## config.mk

```make
export PLATFORM = sky130hd
export DESIGN_NAME = neuron_step_controller
export DESIGN_NICKNAME = d
export VERILOG_FILES = /design/src/rtl/neuron_step_controller.sv
export SDC_FILE = /design/constraint.sdc
export NUM_CORES = 1
export LEC_CHECK = 0
export ABC_AREA = 0
export ABC_CLOCK_PERIOD_IN_PS = 3500
export BUFFER_PORTS_ARGS = -buffer_cell sky130_fd_sc_hd__buf_2
export CAP_MARGIN = 20
export CORE_AREA = 2 2 93 117
export CTS_BUF_LIST = sky130_fd_sc_hd__clkbuf_8
export DETAILED_ROUTE_END_ITERATION = 10
export DIE_AREA = 0 0 95 119
export PLACE_DENSITY = 0.78
export SLEW_MARGIN = 20
export SYNTH_ARGS = -nofsm -noshare
export SYNTH_HDL_FRONTEND = slang
export SYNTH_SLANG_ARGS = --single-unit
```

## constraint.sdc

```tcl
create_clock -name clk -period 3.5 [get_ports clk]
set_input_delay 0.175 -clock clk [delete_from_list [all_inputs] [get_ports clk]]
set_output_delay 0.175 -clock clk [all_outputs]
set_load 0.02 [all_outputs]
```

## src/rtl/neuron_step_controller.sv

```systemverilog
// neuron_step_controller
//   Sequences a fixed number of explicit-Euler steps through an external
//   neuron datapath. The controller drives the current state y_t and waits
//   LATENCY cycles for the datapath to return y_t_next. It then publishes
//   that value on y_out with a valid/ready handshake, and repeats the
//   sequence until num_steps results have been accepted.
//
//   Parameters
//     LATENCY  datapath latency in clk cycles (1..255)
//     STEP_W   width of num_steps / step_count
//
//   Ports
//     clk, rst        single clock, synchronous active-high reset
//     start           run request, sampled only in IDLE
//     num_steps       steps to run, latched on an accepted start
//     y_init          initial state (fp32), latched on an accepted start
//     y_t_next        updated state from the datapath
//     y_t             registered current state to the datapath
//     out_valid/out_ready/y_out   per-step result handshake
//     step_count      results accepted so far in this run
//     busy            high outside IDLE
//     done            one-cycle end-of-run pulse
//     error           sticky NaN/Inf trap flag
//
//   Optional feature: define NEURON_NAN_TRAP_EN to abort a run when the
//   datapath returns a NaN or Inf (all-ones exponent). When the macro is
//   undefined, error is tied to 0 and such values pass through unchanged.
module neuron_step_controller #(
    parameter int LATENCY = 8,
    parameter int STEP_W  = 16
) (
    input  logic              clk,
    input  logic              rst,
    input  logic              start,
    input  logic [STEP_W-1:0] num_steps,
    input  logic [31:0]       y_init,
    input  logic [31:0]       y_t_next,
    output logic [31:0]       y_t,
    output logic              out_valid,
    input  logic              out_ready,
    output logic [31:0]       y_out,
    output logic [STEP_W-1:0] step_count,
    output logic              busy,
    output logic              done,
    output logic              error
);

    typedef enum logic [1:0] {
        IDLE = 2'd0,
        WAIT = 2'd1,
        EMIT = 2'd2
    } state_t;

    localparam logic [7:0] LAT_LAST = 8'(LATENCY - 1);

    state_t            state_q, state_d;
    logic [31:0]       y_t_q, y_t_d;
    logic [31:0]       y_out_q, y_out_d;
    logic              out_valid_q, out_valid_d;
    logic [STEP_W-1:0] step_count_q, step_count_d;
    logic [STEP_W-1:0] num_steps_q, num_steps_d;
    logic [7:0]        wait_cnt_q, wait_cnt_d;
    logic              done_q, done_d;
    logic              error_q, error_d;
    logic              trap;

`ifdef NEURON_NAN_TRAP_EN
    assign trap = (y_t_next[30:23] == 8'hFF);
`else
    assign trap = 1'b0;
`endif

    always_comb begin
        state_d      = state_q;
        y_t_d        = y_t_q;
        y_out_d      = y_out_q;
        out_valid_d  = out_valid_q;
        step_count_d = step_count_q;
        num_steps_d  = num_steps_q;
        wait_cnt_d   = wait_cnt_q;
        done_d       = 1'b0;
        error_d      = error_q;

        unique case (state_q)
            IDLE: begin
                if (start) begin
                    if (num_steps == '0) begin
                        // Empty run: acknowledge with done and keep all state.
                        done_d = 1'b1;
                    end else begin
                        y_t_d        = y_init;
                        num_steps_d  = num_steps;
                        step_count_d = '0;
                        wait_cnt_d   = '0;
                        error_d      = 1'b0;
                        state_d      = WAIT;
                    end
                end
            end
            WAIT: begin
                if (wait_cnt_q == LAT_LAST) begin
                    if (trap) begin
                        // Poisoned result: keep the last good y_t and end the run.
                        error_d = 1'b1;
                        done_d  = 1'b1;
                        state_d = IDLE;
                    end else begin
                        y_t_d       = y_t_next;
                        y_out_d     = y_t_next;
                        out_valid_d = 1'b1;
                        state_d     = EMIT;
                    end
                end else begin
                    wait_cnt_d = wait_cnt_q + 8'd1;
                end
            end
            EMIT: begin
                if (out_ready) begin
                    step_count_d = step_count_q + 1'b1;
                    out_valid_d  = 1'b0;
                    if (step_count_d == num_steps_q) begin
                        done_d  = 1'b1;
                        state_d = IDLE;
                    end else begin
                        wait_cnt_d = '0;
                        state_d    = WAIT;
                    end
                end
            end
            default: state_d = IDLE;
        endcase
    end

    always_ff @(posedge clk) begin
        if (rst) begin
            state_q      <= IDLE;
            y_t_q        <= '0;
            y_out_q      <= '0;
            out_valid_q  <= 1'b0;
            step_count_q <= '0;
            num_steps_q  <= '0;
            wait_cnt_q   <= '0;
            done_q       <= 1'b0;
            error_q      <= 1'b0;
        end else begin
            state_q      <= state_d;
            y_t_q        <= y_t_d;
            y_out_q      <= y_out_d;
            out_valid_q  <= out_valid_d;
            step_count_q <= step_count_d;
            num_steps_q  <= num_steps_d;
            wait_cnt_q   <= wait_cnt_d;
            done_q       <= done_d;
            error_q      <= error_d;
        end
    end

    assign y_t        = y_t_q;
    assign y_out      = y_out_q;
    assign out_valid  = out_valid_q;
    assign step_count = step_count_q;
    assign busy       = (state_q != IDLE);
    assign done       = done_q;
    assign error      = error_q;

endmodule

```

==> results.md, run 1 <==
* Number of standard cells after synthesis at between 600 and 700
* First-pass GRT wire length at about 22 mm
* Die area at 11,300 um^2
* Startpoint types: flip-flop
* Fill cell instance count of the final layout at a little under 1,000
* GRT Util Overall at 0.242
* Pre-Repair DR Iteration Count at 4
* Busiest layer in global routing: met2
* Detailed placement HPWL at 10.2 mm
* Clock tree from TritonCTS: yes
* Number of vias per cell at between 5 and 6
* Net switching power of the design at approximately 0.72 mW
* Setup violators final at 0
* Internal Dissipation at 1.69 mW
* Number of H-tree levels at 3
* # diodes at 0
* Most used flip-flop cell after synthesis: sky130_fd_sc_hd__dfxtp_1
* Maximum number of pins on one net before global-route repair at 65
* DRC violation count after routing at 0
* Cell at the root of the clock tree: sky130_fd_sc_hd__clkbuf_8
* Sequence of cells on the critical path: ha_1 > and3_1 > nand3_4 > or4_1 > a311o_1 > a2111oi_4 > nor2_2 > o32ai_1
* Period minus WS final at 3200 ps
* Peak VDD IR at about 250 uV
* Placeable core area at between 10,000 and 15,000 um^2
* Maximum fanout encountered on the critical timing path at 8
* Final-report max-slew violation count at 0
* Leak Pwr at between 2 and 3 nW
* Die X-Extent at approximately 95 um
* Number of clock sinks seen by CTS at 108
* Met3 Usage GRT at 0.0670
* Average wire per standard cell at roughly 15 um
* Placed cell area at between 5000 and 6000 um^2
* Register share of total power at 0.543
* Fin area at between 6000 and 7000 um^2
* Arrival time at the worst endpoint at 3470 ps
* Area Overhead vs Synth at 21.4%
* Number of enable flip-flop cells after synthesis at 0
* Antenna violations before repair at 1
* Flip-flop and latch count after synthesis at between 100 and 150
* Number of global-route vias before repair at 4,643
* Proportion of power drawn by combinational gates at 0.146
* Row cnt at 42
* Startpoint-to-endpoint class of the critical path: reg2reg
* Share of total power in the clock network at 0.311
* Final layout net count at roughly 850
* Count of distinct cell types in the synthesized netlist at between 40 and 50
* Proportion of netlist area held by the largest area contributor at 0.436
* Worst hold margin at between 20 and 25 ps
* GR met2 Demand/Resource at 0.418
* Switching share of power at 0.298
* Classification of the worst-slack hold path: in2reg
* Initial DRC Count at about 190
* Remaining global-route overflow at 0
* Clock network latency to the later pin of the worst-skew pair at roughly 380 ps
* Slew margin rel. at 0.351
* Status: finished clean
* Transition at the pin with the smallest max-transition slack at approximately 970 ps
* Number of vias in the routed layout at just over 5,000
* Total power per unit cell area at 399 nW/um^2
* CTS Buf Count at 9
* Register clock-pin slew on the reported worst setup and hold paths at 120 ps
* Register-to-register path setup slack at slightly below 300 ps
* Fraction of layout instances using a drive strength above 1 at 0.259
* Number of top-level design ports at ~170
* Post-Syn Nets at roughly 720
* Unrepaired setup endpoints after global routing: false
* Routed Antenna Nets at 0
* Cell with the biggest individual delay on the critical path: sky130_fd_sc_hd__or4_1
* Delay of the slowest cell on the worst path at 520 ps
* Avg Synthesized Cell Area at around 8 um^2
* Effective utilization at floorplan at 0.479
* Sequential element share of the synthesized area at 0.436
* Post-CTS Hold Fix Bufs at 0
* Met1 Track Usage GR at 0.282
* Data required, critical path at around 3800 ps
* Die Height at 119 um
* Post-synth design cell area at about 5000 um^2
* Count of warnings emitted by yosys at 0
* Number of buffers inserted by port buffering at roughly 170
* Count of final hold-check violations at 0
* Leading post-synthesis cells by cell area: sky130_fd_sc_hd__dfxtp_1 44%, sky130_fd_sc_hd__nand2_1 11%, sky130_fd_sc_hd__a311oi_1 6.7%
* CTS Buffer Depth at 2
* Global placer's final weighted congestion at just under 0.9
* Maximum Capacitance Violations at 0
* Routed wire length at 13.9 mm
* Fraction of registers with async set/reset at 0
* Final Skew at 15.0 ps
* Kind of end point of the critical path: flip-flop
* Summed negative setup slack over all endpoints at 0 ps
* Library cell with the largest summed area after synthesis: sky130_fd_sc_hd__dfxtp_1
* Share of the clock period used by the worst path after layout at 0.916
* Achievable Freq at 0.312 GHz
==> final cells by class <==
cell class,instances,area (um^2),area share
inverter,6,22.5,0.00374
multi-input combinational,467,2580,0.429
clock buffer,9,124,0.0206
tap,132,165,0.0274
timing repair buffer,174,893,0.148
clock inverter,7,70.1,0.0116
sequential,108,2160,0.359
==> layout by cell type (no fill, tap or decap), types with 3 or more instances in the layout <==
master / n
sky130_fd_sc_hd__buf_4: 9
sky130_fd_sc_hd__a21oi_1: 52
sky130_fd_sc_hd__xnor2_1: 16
sky130_fd_sc_hd__a31oi_1: 9
sky130_fd_sc_hd__nand4_1: 7
sky130_fd_sc_hd__mux2i_1: 16
sky130_fd_sc_hd__nand2_1: 150
sky130_fd_sc_hd__nor2_2: 3
sky130_fd_sc_hd__buf_2: 165
sky130_fd_sc_hd__and3_1: 7
sky130_fd_sc_hd__xor2_1: 4
sky130_fd_sc_hd__inv_1: 6
sky130_fd_sc_hd__o21ai_0: 18
sky130_fd_sc_hd__or4_1: 5
sky130_fd_sc_hd__a311oi_1: 38
sky130_fd_sc_hd__nand3_1: 10
sky130_fd_sc_hd__nor2_1: 72
sky130_fd_sc_hd__or2_2: 3
sky130_fd_sc_hd__nor4_1: 7
sky130_fd_sc_hd__and4_1: 3
sky130_fd_sc_hd__nor2b_1: 3
sky130_fd_sc_hd__o32ai_1: 3
sky130_fd_sc_hd__dfxtp_1: 108
sky130_fd_sc_hd__nor3_1: 12
sky130_fd_sc_hd__clkbuf_8: 9
==> worst max-delay path: cells and delay by family (launching register included) <==
| kind | cells | cell delay (ps) |
|---|---|---|
| adders and majority gates | 1 | 320 |
| and+or+nand+nor | 4 | 1180 |
| DFF | 1 | 490 |
| AOI/OAI and AO/OA | 3 | 1110 |
==> synthesized netlist by cell type (all sizes together) (4+ instances only) <==
cell and number:
nand2 150, dfxtp 108, nor2 75, a21oi 53, a311oi 39, clkbuf 39, o21ai 18, mux2i 16
xnor2 16, nor3 12, nand3 11, a31oi 9, buf 9, and3 7, nand4 7, nor4 7
inv 6, or4 5, xor2 4
==> state kept, by name, indices dropped and copies added, names as in the netlist <==
| signal | count |
|---|---|
| state_q | 2 |
| step_count | 16 |
| num_steps_q | 16 |
| wait_cnt_q | 8 |
| out_valid | 1 |
| y_t | 32 |
| done | 1 |
| y_out | 32 |
==> metrics by stage <==
step            util  setup WS, ps  std cells  total power, mW
2_1_floorplan      -           531        629             1.55
3_3_place_gp   0.563           432        887             1.68
3_5_place_dp   0.563           202        887             1.69
4_1_cts        0.581           159        903             2.42
5_1_grt        0.581          98.0        903             2.52
6_report       0.581           295        903             2.40
==> worst paths after layout <==
path | end | cells after the start | startpoint
worst min register to register | y_out[7] | 2 | y_out[7]
worst min-delay path | y_out[14] | 3 | y_t_next[14]
worst max-delay path | wait_cnt_q[4] | 8 | step_count[0]
worst max register to register | wait_cnt_q[4] | 8 | step_count[0]
==> kinds of logic (layout without fill, tap and decap cells) <==
group	Yosys count	in the layout	synth area share
AND/OR/NAND/NOR	292	292	0.256
AO/OA/AOI/OAI	135	135	0.184
flip-flops	108	108	0.436
buffers and inverters	54	196	0.0467
XOR/XNOR	21	21	0.0399
multiplexers	16	16	0.0323
adder cells (fa/ha/maj)	2	2	0.00504
other	1	1	0.000756
==> metal layers <==
| metal | vias up | part of all wire |
|---|---|---|
| met2 | 198 | 0.49 |
| met3 | 31 | 0.083 |
| li1 | 2471 | - |
| met5 | - | 0.00093 |
| met4 | 2 | 0.025 |
| met1 | 2350 | 0.40 |
==> what timing repair did <==
action,4_1_cts,5_1_grt
resized for setup,0,0
setup endpoints to repair,0,2
buffers inserted,0,0
==> power by group through the flow <==
stage          clock (mW)  sequential, mW  combinational [mW]
6_report            0.747            1.31               0.351
5_1_grt             0.815            1.31               0.386
4_1_cts             0.763            1.31               0.351
3_5_place_dp            0            1.33               0.350
3_3_place_gp            0            1.33               0.343
2_1_floorplan           0            1.37               0.177
Note: power is estimated with default switching activity, not from simulation.
==> run 2: changes to the inputs <==
ABC_CLOCK_PERIOD_IN_PS = 3300   (was 3500)
BUFFER_PORTS_ARGS = -buffer_cell sky130_fd_sc_hd__clkbuf_2   (was -buffer_cell sky130_fd_sc_hd__buf_2)
clock period = 3.3 ns   (was 3.5 ns; I/O delays follow)
==> run 2 against run 1 <==
Against the previous run: via count rose by 0.34%; clock-buffer cell count is the same; non-clock buffer count grew 5; sequential power increased by 6%; clock power is 0.8% lower; critical path type unchanged; critical endpoint is now wait_cnt_q[6]; largest cell class unchanged; largest power group unchanged.
==> results.md, run 2 (synthesis gave the netlist of run 1 again) <==
* Leak Pwr at about 2.5 nW
* Placed cell area at approximately 5900 um^2
* Fraction of layout instances using a drive strength above 1 at 0.263
* Die X-Extent at between 90 and 100 um
* Data required, critical path at approximately 3600 ps
* Status: finished clean
* Number of global-route vias before repair at approximately 4,700
* Number of vias per cell at between 5 and 6
* Share of the clock period used by the worst path after layout at 0.917
* Power, Total at about 2.5 mW
* Global placer's final weighted congestion at 0.862
* Period minus WS final at between 3000 and 4000 ps
* Initial DRC Count at between 200 and 250
* Slew margin rel. at 0.457
* Cell at the root of the clock tree: sky130_fd_sc_hd__clkbuf_8
* Number of clock sinks seen by CTS at around 110
* Achievable Freq at ~0.33 GHz
* DRC violation count after routing at 0
* Most common cell after layout, fill and taps aside: sky130_fd_sc_hd__clkbuf_2
* Arrival time at the worst endpoint at 3300 ps
* Maximum fanout encountered on the critical timing path at 8
* First-pass GRT wire length at 22.3 mm
* Number of top-level design ports at between 150 and 200
* Number of buffers inserted by port buffering at approximately 170
* Row cnt at 42
* Register share of total power at 0.555
* Average wire per standard cell at approximately 15 um
* Transition at the pin with the smallest max-transition slack at 815 ps
* Gates resized, CTS repair at 0
* Antenna violations before repair at 0
* Fin area at around 6000 um^2
* Startpoint-to-endpoint class of the critical path: reg2reg
* Area Overhead vs Synth at 21.7%
* Clock network latency to the later pin of the worst-skew pair at between 300 and 400 ps
* Cell with the biggest individual delay on the critical path: sky130_fd_sc_hd__or4_1
* Final core utilization at 0.583
* Routed Antenna Nets at 0
* Fill cell instance count of the final layout at approximately 940
* Pre-Repair DR Iteration Count at 5
* Internal Dissipation at about 1.8 mW
* Placeable core area at between 10,000 and 15,000 um^2
* Count of final hold-check violations at 0
* Maximum number of pins on one net before global-route repair at between 60 and 70
* Die Height at roughly 120 um
* Register clock-pin slew on the reported worst setup and hold paths at roughly 110 ps
* Final Skew at approximately 18 ps
* Unrepaired setup endpoints after global routing: false
* Effective utilization at floorplan at 0.479
* Summed negative setup slack over all endpoints at 0 ps
* Proportion of power drawn by combinational gates at 0.149
* CTS Buffer Depth at 2
* Share of total power in the clock network at 0.296
* Clock tree from TritonCTS: yes
* Commonest cells after routing, fill and taps aside: 165 x sky130_fd_sc_hd__clkbuf_2, 150 x sky130_fd_sc_hd__nand2_1, 108 x sky130_fd_sc_hd__dfxtp_1
* Setup violators final at 0
* Peak VDD IR at 225 uV
* Number of vias in the routed layout at ~5,000
* Classification of the worst-slack hold path: in2reg
* Number of H-tree levels at 3
* CTS Buf Count at 9
* Delay of the slowest cell on the worst path at about 520 ps
* Sequence of cells on the critical path: ha_1 > and3_1 > nand3_4 > or4_1 > a311o_1 > a2111oi_4 > nor2_2 > o32ai_1
* Switching share of power at 0.291
* Multi-input gate area at ~2600 um^2
* Detailed placement HPWL at between 10 and 15 mm
* Kind of end point of the critical path: flip-flop
* Area occupied by registers at approximately 2200 um^2
* Die area at approximately 11,000 um^2
* Net switching power of the design at a little over 0.7 mW
* Startpoint types: flip-flop
* Final-report max-slew violation count at 0
* Routed wire length at around 14 mm
* GRT Util Overall at 0.246
* # diodes at 0
* Remaining global-route overflow at 0
* Total power per unit cell area at roughly 410 nW/um^2
* Final layout net count at approximately 860
* Maximum Capacitance Violations at 0
run 2: cell type report:
class,instances,share of cell area
clock buffer,9,0.0205
clock inverter,7,0.00808
inverter,6,0.00373
multi-input combinational,467,0.428
sequential,108,0.358
tap,132,0.0274
timing repair buffer,179,0.155
run 2: timing repair:
| action | in CTS | in global routing |
|---|---|---|
| hold buffers | 1 | 0 |
| endpoints found under the hold margin | 1 | 0 |
| endpoints found under the setup margin | 0 | 4 |
| setup buffers | 0 | 0 |
run 2: path summary, 6_finish.rpt:
kind | startpoint | end | cells after the start | slack, ps
hold / removal | y_t_next[7] | y_out[7] | 3 | 10
setup reg to reg | step_count[0] | wait_cnt_q[6] | 8 | 270
hold reg to reg | y_out[16] | y_out[16] | 2 | 460
setup / recovery | step_count[0] | wait_cnt_q[6] | 8 | 270
run 2: per-layer routing:
layer | global-route usage | vias up | wire [um]
li1 | - | 2479 | -
met1 | 0.292 | 2330 | 5550
met2 | 0.425 | 231 | 6880
met3 | 0.0569 | 29 | 1180
met4 | 0.0924 | 0 | 344
met5 | 0 | - | 0
run 2: power groups by stage:
stage	logic (mW)	registers, mW	clock network [mW]
2_1_floorplan	0.188	1.45	0
3_3_place_gp	0.364	1.41	0
3_5_place_dp	0.372	1.42	0
4_1_cts	0.375	1.39	0.757
5_1_grt	0.411	1.39	0.815
6_report	0.373	1.39	0.741
run 2: through the flow:
stage	hold WS, ps	cells	worst slack, ps
global placement	402	891	342
finish	13.2	908	274
detailed placement	413	891	160
CTS	3.00	908	148
floorplan	301	629	331
global route	2.59	908	67.6
run 2: worst max-delay path, delay by kind of cell (launching register included):
kind,cells,cell delay [ps]
adder cells (fa/ha/maj),1,320
AO/OA/AOI/OAI,3,1100
AND/OR/NAND/NOR,4,1030
flip-flops,1,480
==> run 3: changes to the inputs <==
RECOVER_POWER = 100   (was unset)
==> run 3 against run 2 <==
Against the previous run: the flow now finishes with violations (capacitance limit, slew limit); critical endpoint unchanged; wire length rose by 0.29%; largest power group unchanged; highest routed layer unchanged; critical path type unchanged; clock skew about the same; hold slack gained 0.71 ps.
==> results.md, run 3 (synthesis gave the netlist of run 1 again) <==
* Average wire per standard cell at between 15 and 20 um
* Commonest cells after routing, fill and taps aside: 150 x sky130_fd_sc_hd__nand2_1, 108 x sky130_fd_sc_hd__dfxtp_1, 88 x sky130_fd_sc_hd__clkbuf_1
* Initial DRC Count at around 260
* Number of clock sinks seen by CTS at ~110
* Final layout net count at between 800 and 900
* Routed wire length at about 14 mm
* Worst hold margin at 13.9 ps
* Achievable Freq at between 0.3 and 0.4 GHz
* Register clock-pin slew on the reported worst setup and hold paths at about 110 ps
* Setup Buffers After CTS at 0
* Setup violators final at 0
* Worst r2r path cells at 8
* Startpoint-to-endpoint class of the critical path: reg2reg
* Violations in the final reports: capacitance limit, slew limit
* Period minus WS final at 3050 ps
* Fraction of layout instances using a drive strength above 1 at 0.149
* Transition at the pin with the smallest max-transition slack at 1710 ps
* CTS Buf Count at 9
* CTS Buffer Depth at 2
* Number of H-tree levels at 3
* Share of the clock period used by the worst path after layout at 0.924
* Clock tree from TritonCTS: yes
* Pre-CTS WS at roughly 160 ps
* Final-report max-slew violation count at 36
* Maximum Capacitance Violations at 1
* Unrepaired setup endpoints after global routing: false
* Gates resized, CTS repair at 0
* Worst setup endpoint: wait_cnt_q[6]
* Worst-case setup margin in the final layout at between 200 and 300 ps
* Data required, critical path at about 3600 ps
* Summed negative setup slack over all endpoints at 0 ps
* Number of vias in the routed layout at just over 5,000
* Peak VDD IR at 225 uV
* Classification of the worst-slack hold path: in2reg
* Remaining global-route overflow at 0
* Final core utilization at 0.571
* Slew margin rel. at -0.137
* Startpoint of the lowest-slack register-to-register path: step_count[0]
* First-pass GRT wire length at approximately 22 mm
* Number of buffers inserted by port buffering at 166
* Global placer's final weighted congestion at ~0.86
* Die X-Extent at roughly 95 um
* Kind of end point of the critical path: flip-flop
* Placeable core area at about 10,000 um^2
* Startpoint types: flip-flop
* Row cnt at between 40 and 50
* Final Skew at roughly 17 ps
* Capture instance of the worst register-to-register path: wait_cnt_q[6]
* Critical Path Start: step_count[0]
* Area Overhead vs Synth at 19.2%
* Total power per unit cell area at around 420 nW/um^2
* Pre-Repair DR Iteration Count at 5
* Maximum fanout encountered on the critical timing path at 8
* Count of final hold-check violations at 0
* Arrival time at the worst endpoint at approximately 3300 ps
* Most common cell after layout, fill and taps aside: sky130_fd_sc_hd__nand2_1
* # diodes at 0
* GRT Util Overall at 0.246
* Status: complete, but fails checks
* Clock network latency to the later pin of the worst-skew pair at approximately 380 ps
* Antenna violations before repair at 0
* Die area at ~11,000 um^2
* Register-to-register path setup slack at 250 ps
* Leak Pwr at 2.22 nW
* Routed Antenna Nets at 0
* Maximum number of pins on one net before global-route repair at 65
* Number of global-route vias before repair at about 4,700
* Detailed placement HPWL at around 10 mm
* Fill cell instance count of the final layout at around 980
* Number of vias per cell at roughly 5.6
* Effective utilization at floorplan at 0.479
* Number of top-level design ports at between 150 and 200
* DRC violation count after routing at 0
* Die Height at 119 um
* Cell at the root of the clock tree: sky130_fd_sc_hd__clkbuf_8
## run 3: worst max-delay path, stage by stage, from the launching register on
cell                        delay (ps)
sky130_fd_sc_hd__dfxtp_1           480
sky130_fd_sc_hd__ha_1              330
sky130_fd_sc_hd__and3_1            270
sky130_fd_sc_hd__nand3_4           110
sky130_fd_sc_hd__or4_1             530
sky130_fd_sc_hd__a311o_1           400
sky130_fd_sc_hd__a2111oi_4         430
sky130_fd_sc_hd__nor2_2            130
sky130_fd_sc_hd__o32ai_1           270
## run 3: power by group
part | internal [mW] | switching [mW] | leakage (nW)
combinational | 0.134 | 0.231 | 1.25
sequential | 1.35 | 0.0327 | 0.880
clock | 0.278 | 0.462 | 0.0898
## run 3: per-layer routing
layer  global-route usage  part of all wire  vias to the layer above  wire (um)
met1                0.292              0.40                     2327       5580
met3               0.0569             0.089                       29       1250
met2                0.425              0.49                      221       6820
met5                    0                 0                        -          0
met4               0.0924             0.025                        0        352
li1                     -                 -                     2482          -
## run 3: worst min path at each step
| stage | from | endpoint | slack [ps] | cells after the start |
|---|---|---|---|---|
| after detailed placement | y_t_next[14] | y_out[14] | 410 | 3 |
| after CTS | y_t_next[7] | y_out[7] | 3 | 3 |
| final | y_t_next[15] | y_out[15] | 10 | 3 |
| after global placement | y_t_next[19] | y_out[19] | 400 | 3 |
| after floorplan | y_t_next[2] | y_out[2] | 300 | 2 |
| after global routing | y_init[10] | y_t[10] | 3 | 3 |
## run 3: metrics by stage
stage	power, mW	cells	cell area [um^2]
floorplan	1.64	629	4960
global placement	1.78	891	5860
detailed placement	1.79	891	5860
CTS	2.52	908	6040
global route	2.61	908	5910
finish	2.49	908	5910
## run 3: cell type report
type	count	area, um^2	area share
clock buffer	9	124	0.0209
timing repair buffer	179	808	0.137
sequential	108	2160	0.366
clock inverter	7	48.8	0.00825
tap	132	165	0.0279
inverter	6	22.5	0.00381
multi-input combinational	467	2580	0.437
## run 3: timing repair
action	CTS	global route
hold buffers	1	0
endpoints found under the setup margin	0	4
hold endpoints to repair	1	0
